## src/rtl/cpu_pkg.sv

```systemverilog
// Shared encodings, FSM/ALU enums and small decode helpers for the multicycle core.
// Pure declarations: no latency, no flow control.
package cpu_pkg;

  localparam int NUM_REGS = 32;

  localparam logic [5:0] OP_RTYPE = 6'h00;
  localparam logic [5:0] OP_J     = 6'h02;
  localparam logic [5:0] OP_JAL   = 6'h03;
  localparam logic [5:0] OP_BEQ   = 6'h04;
  localparam logic [5:0] OP_BNE   = 6'h05;
  localparam logic [5:0] OP_ADDI  = 6'h08;
  localparam logic [5:0] OP_XORI  = 6'h0E;
  localparam logic [5:0] OP_LW    = 6'h23;
  localparam logic [5:0] OP_SW    = 6'h2B;

  localparam logic [5:0] FN_JR  = 6'h08;
  localparam logic [5:0] FN_ADD = 6'h20;
  localparam logic [5:0] FN_SUB = 6'h22;
  localparam logic [5:0] FN_SLT = 6'h2A;

  typedef enum logic [2:0] {
    FETCH,
    DECODE,
    EXEC,
    MEM,
    WB,
    TRAP
  } state_e;

  typedef enum logic [1:0] {
    ALU_ADD,
    ALU_SUB,
    ALU_SLT,
    ALU_XOR
  } alu_op_e;

  typedef struct packed {
    logic [5:0] op;
    logic [4:0] rs;
    logic [4:0] rt;
    logic [4:0] rd;
    logic [4:0] shamt;
    logic [5:0] funct;
  } instr_t;

  function automatic logic insn_legal(input logic [5:0] op, input logic [5:0] funct);
    logic ok;
    ok = 1'b0;
    case (op)
      OP_RTYPE: ok = (funct == FN_JR) || (funct == FN_ADD) ||
                     (funct == FN_SUB) || (funct == FN_SLT);
      OP_J, OP_JAL, OP_BEQ, OP_BNE,
      OP_ADDI, OP_XORI, OP_LW, OP_SW: ok = 1'b1;
      default: ok = 1'b0;
    endcase
    return ok;
  endfunction

  function automatic logic [31:0] alu_eval(input alu_op_e op, input logic [31:0] a,
                                           input logic [31:0] b);
    logic [31:0] r;
    case (op)
      ALU_ADD: r = a + b;
      ALU_SUB: r = a - b;
      ALU_SLT: r = {31'd0, $signed(a) < $signed(b)};
      ALU_XOR: r = a ^ b;
      default: r = '0;
    endcase
    return r;
  endfunction

endpackage

```

## src/rtl/mc_regfile.sv

```systemverilog
// 32x32 register file, two combinational read ports, one write port at the clock edge; r0 reads 0.
// Latency: reads 0 cycles, write visible next cycle; no flow control.
module mc_regfile
  import cpu_pkg::*;
(
  input  logic        clk_i,
  input  logic        rst_n_i,
  input  logic [4:0]  raddr_a_i,
  input  logic [4:0]  raddr_b_i,
  output logic [31:0] rdata_a_o,
  output logic [31:0] rdata_b_o,
  input  logic        we_i,
  input  logic [4:0]  waddr_i,
  input  logic [31:0] wdata_i,
  output logic [31:0] answer_o
);

  logic [31:0] regs_q [NUM_REGS];

  always_ff @(posedge clk_i or negedge rst_n_i) begin
    if (!rst_n_i) begin
      for (int i = 0; i < NUM_REGS; i++) begin
        regs_q[i] <= '0;
      end
    end else if (we_i && (waddr_i != 5'd0)) begin
      regs_q[waddr_i] <= wdata_i;
    end
  end

  assign rdata_a_o = (raddr_a_i == 5'd0) ? '0 : regs_q[raddr_a_i];
  assign rdata_b_o = (raddr_b_i == 5'd0) ? '0 : regs_q[raddr_b_i];
  assign answer_o  = regs_q[2];

endmodule

```

## src/rtl/multicycle_cpu.sv

```systemverilog
// Multicycle MIPS-subset core sharing one req/ack memory port between fetch and load/store.
// Latency 2-5 states per instruction plus memory waits; FETCH/MEM hold request stable until mem_ack.
module multicycle_cpu
  import cpu_pkg::*;
#(
  parameter int unsigned         ADDR_W          = 30,
  parameter logic [ADDR_W-1:0]   RESET_PC        = '0,
  parameter bit                  TRAP_ON_ILLEGAL = 1'b1
) (
  input  logic              clk,
  input  logic              reset_n,
  output logic              mem_req,
  output logic              mem_we,
  output logic [ADDR_W-1:0] mem_addr,
  output logic [31:0]       mem_wdata,
  input  logic [31:0]       mem_rdata,
  input  logic              mem_ack,
  output logic              retire,
  output logic              trap,
  output logic [ADDR_W-1:0] pc,
  output logic [31:0]       answer
);

  state_e            state_q;
  logic [ADDR_W-1:0] pc_q;
  logic [31:0]       ir_q;
  logic [31:0]       a_q;
  logic [31:0]       b_q;
  logic [31:0]       alu_q;
  logic [31:0]       mdr_q;

  instr_t ir;
  assign ir = instr_t'(ir_q);

  logic legal, is_jump, is_jr, is_branch, is_load, is_store;
  always_comb begin
    legal     = insn_legal(ir.op, ir.funct);
    is_jump   = (ir.op == OP_J) || (ir.op == OP_JAL);
    is_jr     = (ir.op == OP_RTYPE) && (ir.funct == FN_JR);
    is_branch = (ir.op == OP_BEQ) || (ir.op == OP_BNE);
    is_load   = (ir.op == OP_LW);
    is_store  = (ir.op == OP_SW);
  end

  logic [31:0] sext_imm, zext_imm;
  assign sext_imm = {{16{ir_q[15]}}, ir_q[15:0]};
  assign zext_imm = {16'd0, ir_q[15:0]};

  alu_op_e     alu_op;
  logic [31:0] alu_b;
  logic [31:0] alu_res;
  always_comb begin
    alu_op = ALU_ADD;
    alu_b  = sext_imm;
    if (ir.op == OP_RTYPE) begin
      alu_b = b_q;
      case (ir.funct)
        FN_SUB:  alu_op = ALU_SUB;
        FN_SLT:  alu_op = ALU_SLT;
        default: alu_op = ALU_ADD;
      endcase
    end else if (ir.op == OP_XORI) begin
      alu_op = ALU_XOR;
      alu_b  = zext_imm;
    end
  end
  assign alu_res = alu_eval(alu_op, a_q, alu_b);

  // pc_q already points past the current instruction, so branch and link are relative to pc+1.
  logic              branch_taken;
  logic [ADDR_W-1:0] br_target;
  logic [31:0]       pc_word, jump_word, link_addr;
  logic [ADDR_W-1:0] jump_target, jr_target, data_addr;
  logic [31:0]       rf_a, rf_b;

  assign branch_taken = (a_q == b_q) ^ (ir.op == OP_BNE);
  assign br_target    = pc_q + sext_imm[ADDR_W-1:0];
  assign pc_word      = 32'(pc_q);
  assign jump_word    = {pc_word[31:26], ir_q[25:0]};
  assign jump_target  = jump_word[ADDR_W-1:0];
  assign link_addr    = 32'({pc_q, 2'b00});
  assign jr_target    = rf_a[ADDR_W+1:2];
  assign data_addr    = alu_q[ADDR_W+1:2];

  logic        rf_we;
  logic [4:0]  rf_waddr;
  logic [31:0] rf_wdata;
  always_comb begin
    rf_we    = ((state_q == DECODE) && (ir.op == OP_JAL)) || (state_q == WB);
    rf_waddr = (ir.op == OP_RTYPE) ? ir.rd : ir.rt;
    rf_wdata = is_load ? mdr_q : alu_q;
    if (ir.op == OP_JAL) begin
      rf_waddr = 5'd31;
      rf_wdata = link_addr;
    end
  end

  mc_regfile u_rf (
    .clk_i     (clk),
    .rst_n_i   (reset_n),
    .raddr_a_i (ir.rs),
    .raddr_b_i (ir.rt),
    .rdata_a_o (rf_a),
    .rdata_b_o (rf_b),
    .we_i      (rf_we),
    .waddr_i   (rf_waddr),
    .wdata_i   (rf_wdata),
    .answer_o  (answer)
  );

  always_ff @(posedge clk or negedge reset_n) begin
    if (!reset_n) begin
      state_q <= FETCH;
      pc_q    <= RESET_PC;
      ir_q    <= '0;
      a_q     <= '0;
      b_q     <= '0;
      alu_q   <= '0;
      mdr_q   <= '0;
    end else begin
      case (state_q)
        FETCH: begin
          if (mem_ack) begin
            ir_q    <= mem_rdata;
            pc_q    <= pc_q + ADDR_W'(1);
            state_q <= DECODE;
          end
        end
        DECODE: begin
          a_q <= rf_a;
          b_q <= rf_b;
          if (!legal) begin
            state_q <= TRAP_ON_ILLEGAL ? TRAP : FETCH;
          end else if (is_jump) begin
            pc_q    <= jump_target;
            state_q <= FETCH;
          end else if (is_jr) begin
            pc_q    <= jr_target;
            state_q <= FETCH;
          end else begin
            state_q <= EXEC;
          end
        end
        EXEC: begin
          alu_q <= alu_res;
          if (is_branch) begin
            if (branch_taken) pc_q <= br_target;
            state_q <= FETCH;
          end else if (is_load || is_store) begin
            state_q <= MEM;
          end else begin
            state_q <= WB;
          end
        end
        MEM: begin
          if (mem_ack) begin
            if (is_load) begin
              mdr_q   <= mem_rdata;
              state_q <= WB;
            end else begin
              state_q <= FETCH;
            end
          end
        end
        WB:      state_q <= FETCH;
        TRAP:    state_q <= TRAP;
        default: state_q <= FETCH;
      endcase
    end
  end

  // Request is gated by reset_n so an in-flight access vanishes the moment reset asserts.
  always_comb begin
    mem_req   = reset_n && ((state_q == FETCH) || (state_q == MEM));
    mem_we    = mem_req && (state_q == MEM) && is_store;
    mem_addr  = '0;
    if (mem_req) mem_addr = (state_q == MEM) ? data_addr : pc_q;
    mem_wdata = mem_we ? b_q : '0;
    retire    = ((state_q == DECODE) && (is_jump || is_jr || (!legal && !TRAP_ON_ILLEGAL))) ||
                ((state_q == EXEC) && is_branch) ||
                ((state_q == MEM) && is_store && mem_ack) ||
                (state_q == WB);
    trap      = (state_q == TRAP);
  end

  assign pc = pc_q;

  logic unused_bits;
  assign unused_bits = ^{ir.shamt, alu_q, jump_word, pc_word};

endmodule

```

## config.mk

```make
export PLATFORM = sky130hd
export DESIGN_NAME = multicycle_cpu
export DESIGN_NICKNAME = d
export VERILOG_FILES = /design/src/rtl/cpu_pkg.sv /design/src/rtl/mc_regfile.sv /design/src/rtl/multicycle_cpu.sv
export SDC_FILE = /design/constraint.sdc
export NUM_CORES = 2
export LEC_CHECK = 0
export CAP_MARGIN = 5
export CORE_ASPECT_RATIO = 1.4
export CORE_MARGIN = 2
export CORE_UTILIZATION = 35
export DETAILED_ROUTE_END_ITERATION = 12
export PLACE_DENSITY = 0.51
export SYNTH_ARGS = -nofsm -noshare
export SYNTH_HDL_FRONTEND = slang
export SYNTH_SLANG_ARGS = --single-unit
export TNS_END_PERCENT = 30
```

## constraint.sdc

```tcl
create_clock -name clk -period 4.85 [get_ports clk]
set_clock_uncertainty 0.15 [all_clocks]
set_input_delay 0.7275 -clock clk [delete_from_list [all_inputs] [get_ports clk]]
set_output_delay 0.7275 -clock clk [all_outputs]
set_load 0.02 [all_outputs]
```

* After elaboration in Yosys (flattened, before gate mapping)
Index checks and enable logic that the tools add are counted.
** Operators by class
- Multiplexer cells :: 41
- Reductions and logical operators :: 36
- Magnitude comparators :: 5
- Equal/unequal tests :: 29
- Bitwise gates (word level) :: 5
- $add $sub $neg :: 4
** Operators with widths (count)
- $bwmux 1024 :: 1
- $mux 32 :: 12
- $bmux 32 s5 :: 2
- $mux 30 :: 8
- $demux 32 s5 :: 1
- $pmux 32 s4 :: 1
- $pmux 30 s3 :: 1
- $add 32x32->32 :: 1
- $eq 32x32->1 :: 1
- $lt 32x32->1 :: 1
- $sub 32x32->32 :: 1
- $xor 32x32->32 :: 1
- $add 30x1->30 const B :: 1
- $add 30x30->30 :: 1
- $eq 6x6->1 const B :: 5
- $eq 6x4->1 const B :: 3
- $ge 6x6->1 const B :: 3
- $mux 3 :: 6
- $not 5->6 :: 3
- $pmux 3 s5 :: 1
- $ne 2x2->1 const B :: 7
- $eq 6x2->1 const B :: 2
- $eq 6x3->1 const B :: 2
- $logic_or 1x1->1 :: 12
- 24 further kinds :: 43
** Word-level totals
- Input port bits :: 35
- Word-level logic and storage cells :: 160
- Bits in registers :: 1217
- Output and inout port bits :: 128

* Logic depth before layout (Yosys ltp)
- Depth in word-level cells :: 9
- Mapped depth :: 19

* Modules after synthesis
From an unflattened synthesis, not the netlist that was laid out.
** Unflattened totals
- Cells, all modules :: 5619
- Area, all modules :: 69838.2 sq um
** Modules (own cells, without submodules)
- mc_regfile :: area each 54239.5 sq um, instances 1, seq. area each 25624.6 sq um, cells an instance 3575
- multicycle_cpu :: area each 15598.7 sq um, instances 1, seq. area each 4829.6 sq um, cells an instance 2044

* Worst setup path after synthesis
No wires, ideal clock.
- Path kind :: register to register
- Start :: register ir_q[29] (netlist: ir[29])
- End :: register alu_q[30]
- Cell stages (with the launch flop) :: 17
- Slack :: 448 ps
- Arrival time :: 4126 ps
- Required time :: 4574 ps
- Setup time :: 126 ps
- Path through :: dfrtp_1 nor4_4 nand2_2 buf_6 clkbuf_1 mux2_2 ha_1 buf_2 or4_4 a21oi_1 o32ai_1 o31ai_4 a21oi_2 a221oi_2 or4_1 o211ai_1 a311o_1
** On the way
- Word-level cells in the longest chain between the ends :: 5
- Elaborated cells on any way between the ends :: 14
** RTL lines
- start: declaration :: RTL line multicycle_cpu.sv:26 : logic [31:0] ir_q;
- start signal: assignment :: RTL line multicycle_cpu.sv:124 : ir_q <= mem_rdata;
- $eq 6x4->1 :: RTL line multicycle_cpu.sv:62 : end else if (ir.op == OP_XORI) begin
- $mux 32 or $mux 2 (tied branches) :: RTL line multicycle_cpu.sv:62
- $mux 32 or $mux 2 (tied branches) :: RTL line multicycle_cpu.sv:55 : if (ir.op == OP_RTYPE) begin
- $sub 32x32->32 (tied with other cells) :: RTL line cpu_pkg.sv:65 : ALU_SUB: r = a - b;
- $pmux 32 s4 (*) :: RTL line cpu_pkg.sv:63 : case (op)
- end signal: assignment :: RTL line multicycle_cpu.sv:145 : alu_q <= alu_res;
- end: declaration :: RTL line multicycle_cpu.sv:29 : logic [31:0] alu_q;
Mark *: on every way between the ends. The rest lies on a longest branch, timed or not.
A chain may end at the register's enable or synchronous reset.

* Final worst setup path
- Start :: register ir_q[27] (netlist: ir[27])
- End :: register alu_q[30]
Same word-level chain as after synthesis.

==> reports/qor.txt <==
WORST SETUP PATH
----------------------------------------------------------------------------------
Critical path required time                                                5.36 ns
Endpoint type of the worst setup path                                    flip-flop
Critical-path top delay cell                                               dfrtp_1
Critical Path AT                                                           5.21 ns
Worst Path Max Fanout                                                           34
Endpoint of the most critical register-to-register path               alu_q[30]$_DFFE_PN0N_
Setup crit start                                                      ir[27]$_DFFE_PN0P_
Largest stage delay on the critical path                                   0.48 ns
Worst Reg2Reg Path Length in Cells                                              14
Type of the setup path with the least slack                           flip-flop to flip-flop
Worst path cell trace                                                 nor4_4 > nand2_2 > buf_12 > mux2_2 > ha_1 > or2_2 > a31oi_1 > o32ai_1 > o31ai_4 > a21oi_2 > a221oi_2 > or4_1 > o211ai_1 > a311o_1
Startpoint of the most critical register-to-register path             ir[27]$_DFFE_PN0P_
Crit start category                                                      flip-flop
Register-to-register path setup slack                                      0.15 ns

CLOCK NETWORK
----------------------------------------------------------------------------------
Maximum buffer depth of the clock tree                                           3
Clock latency on the worst-skew pair                                       0.79 ns
Cell at the root of the clock tree                                       clkbuf_16
H-tree level count                                                               3
Sinks on the clock net                                                       1,217
Clock-pin transition on the worst setup and hold timing paths              0.07 ns
CTS tree                                                                       yes
Number of buffers added by the clock tree synthesis step                       119

FLOORPLAN
----------------------------------------------------------------------------------
Starting density of the core                                                 0.352
Die span in x                                                               377 um
Vert. Die Dim                                                               526 um
Placeable core region                                                   0.193 mm^2
I/O Pins                                                                       163
Die area                                                                0.198 mm^2
Row cnt                                                                        191

POWER AND IR DROP
----------------------------------------------------------------------------------
Flop pwr share                                                               0.336
Static power due to leakage                                              0.0324 uW
Internal power component                                                 28,200 uW
Clock power share                                                            0.196
Overall Power                                                            50,400 uW
Gate power share                                                             0.468
Worst IR Drop VDD                                                         0.427 mV
Power spent charging and discharging nets                                22,200 uW
Power density cells                                                    652 mW/mm^2
Switching power share of the total                                           0.441

YOSYS
----------------------------------------------------------------------------------
Number of flip-flops and latches in the synthesized netlist                  1,217
Netlist area before placement                                          0.0680 mm^2
Sequential element share of the synthesized area                             0.448
Most common flop cell mapped by yosys                                      dfrtp_1
Number of enable flip-flop cells after synthesis                                 0
Area leader, netlist                                                       dfrtp_1
Area share of the largest cell type after synthesis                          0.448
Net Count, Synth                                                             6,515
Dominant cells by area after synthesis                                dfrtp_1 (45%), mux4_2 (18%), nand2_1 (7.2%)
Average size of a mapped cell                                            10.6 um^2
Synth warn                                                                       0
Cells after Synth                                                            6,385
Number of distinct library cells after synthesis                                92
Fraction of registers with async set or reset after synthesis                 1.00

DETAILED ROUTING
----------------------------------------------------------------------------------
DR iter-0 viols                                                              4,479
Wirelength, routed                                                      269,000 um
Detailed route wirelength on metal3                                      11,800 um
Detailed-route wire length on metal 1                                   106,000 um
Top Metal Used                                                                met4
Routed wirelength normalized by instance count                             30.1 um
Via Count                                                                   52,000
Remaining number of nets flagged by the antenna check after routing              0
DRC viols                                                                        0
Routed via count divided by cell count                                        5.82
Drt first pass iters                                                             6
Routed wl met2                                                          133,000 um

STA
----------------------------------------------------------------------------------
Final cycle utilization of the critical path                                 0.970
Remaining max-slew budget at the tightest pin                               0.0750
Max frequency                                                            0.213 GHz
Slew @ Worst Pin                                                           1.39 ns
Number of failing setup endpoints in the final timing report                     0
Setup tns final                                                               0 ns
RSZ-0062 raised after global routing                                            no
Max Transition Viols Final                                                       0
Hold Fails Final Rpt                                                             0
Post-route minimum period                                                  4.70 ns

RUN
----------------------------------------------------------------------------------
Max-cap violations                                                               0

MIN PATH
----------------------------------------------------------------------------------
Instance count along the most critical hold path                                 0
Startpoint of the tightest hold check path                            u_rf.regs_q[1009]$_DFFE_PN0P_
Min-delay worst type                                                  flip-flop to flip-flop
Worst hold endpoint                                                   u_rf.regs_q[1009]$_DFFE_PN0P_

FINAL LAYOUT
----------------------------------------------------------------------------------
Synthesis-to-finish area growth                                              13.8%
Finished Layout Cells                                                        8,932
Number of nets at the end of the flow                                        6,450
Share of post-route cells with drive strength above 1                        0.202
Total of fill cells in the finished design                                  18,800
Final Core Density                                                           0.400

GRT
----------------------------------------------------------------------------------
Maximum number of pins on one net before global-route repair                   171
Total track usage                                                            0.272
Initial antenna violation count                                                  4
First-pass GRT wire length                                              391,000 um
Overall overflow remaining after global route                                    0
Number of global-route vias before repair                                   52,800

RUN STATUS
----------------------------------------------------------------------------------
Run status                                                            complete, no violations

PLACEMENT
----------------------------------------------------------------------------------
IO Port Bufs                                                                   162
Routability congestion estimate from global placement                        0.957
Post-DP HPWL                                                            180,000 um
Number of placed instances with taps included                                8,705

critical path, delay by kind of cell, from the launching register on:
family | cells | cell delay [ns]
buffers and inverters | 1 | 0.24
AND/OR/NAND/NOR | 4 | 1.08
flip-flops | 1 | 0.48
adder cells (fa/ha/maj) | 1 | 0.41
AO/OA/AOI/OAI | 7 | 1.87
multiplexers | 1 | 0.31
Yosys cell counts (36+ instances only):
cell type	instances
nand2_1	1299
dfrtp_1	1217
o21ai_0	825
mux4_2	553
clkbuf_1	450
o21ai_1	354
a21oi_1	165
mux2i_1	138
mux2_2	137
buf_2	128
nor2_1	128
ha_1	92
inv_1	78
and2_1	57
xor2_1	42
o22ai_1	39
nand2b_1	38
buf_1	37
buf_4	37
a221oi_1	36
nor3_1	36
layout make-up:
cell class                 instances  area [um^2]  share of cell area
multi-input combinational       4435        34700               0.449
sequential                      1217        30500               0.394
timing repair buffer             468         4650              0.0601
clock buffer                     175         3520              0.0455
tap                             2509         3140              0.0406
clock inverter                    45          520             0.00673
inverter                          79          297             0.00383
antenna                            4         10.0            0.000129
cell families after synthesis:
group                    count (synthesis)  synth area share
multiplexers                           829             0.226
XOR/XNOR                                60           0.00773
adder cells (fa/ha/maj)                 95            0.0178
buffers and inverters                  733            0.0451
flip-flops                            1217             0.448
AND/OR/NAND/NOR                       1724             0.111
AO/OA/AOI/OAI                         1727             0.144
flip-flops by register name, summed over array words and instances (netlist names):
signal	flops
u_rf.answer_o	32
alu_q	32
mdr_q	32
b_q	32
a_q	32
pc	30
state_q	3
u_rf.regs_q	992
ir	32
what timing repair did:
action                                  4_1_cts  5_1_grt
setup buffers                                 0        1
endpoints found under the hold margin        32        0
endpoints found under the setup margin        0        9
gates resized for setup                       0        5
hold buffers                                  1        0
power groups by stage:
stage / logic (uW) / registers [uW] / clock network [uW]
floorplan: 15200 / 15100 / 0
global placement: 23400 / 16800 / 0
detailed placement: 23500 / 17000 / 0
CTS: 23600 / 16900 / 10100
global route: 25100 / 17300 / 10500
finish: 23600 / 16900 / 9890
worst max-delay path by stage:
stage / to / slack [ns] / depth (start not counted)
finish: alu_q[30]$_DFFE_PN0N_ / 0.15 / 14
global placement: alu_q[31]$_DFFE_PN0N_ / 0.14 / 14
global route: alu_q[29]$_DFFE_PN0N_ / 0.004 / 15
floorplan: alu_q[30]$_DFFE_PN0N_ / 0.45 / 16
detailed placement: alu_q[30]$_DFFE_PN0N_ / 0.07 / 15
CTS: alu_q[30]$_DFFE_PN0N_ / 0.03 / 15
stage by stage:
| stage | hold slack [ns] | cell area, um^2 | worst slack, ns |
|---|---|---|---|
| 2_1_floorplan | 0.282 | 68000 | 0.448 |
| 3_3_place_gp | 0.226 | 73300 | 0.135 |
| 3_5_place_dp | 0.233 | 73300 | 0.0730 |
| 4_1_cts | 0.248 | 77300 | 0.0332 |
| 5_1_grt | 0.260 | 77400 | 0.00418 |
| 6_report | 0.244 | 77400 | 0.148 |
layer usage:
metal | vias to the layer above | track usage
met4 | 0 | 0.159
met3 | 520 | 0.0295
li1 | 23100 | -
met5 | - | 0
met1 | 26700 | 0.332
met2 | 1608 | 0.464
cells in the final DEF (no fill, tap or decap), drive strengths merged, types with 92 or more instances in the layout:
master         count
nand2           1302
o21ai           1179
mux2i            139
dfrtp           1217
clkdlybuf4s50    161
a21oi            168
clkbuf           175
mux2             137
nor2             131
ha                92
buf              306
mux4             553
No activity file was read; power rests on OpenSTA's default activity.
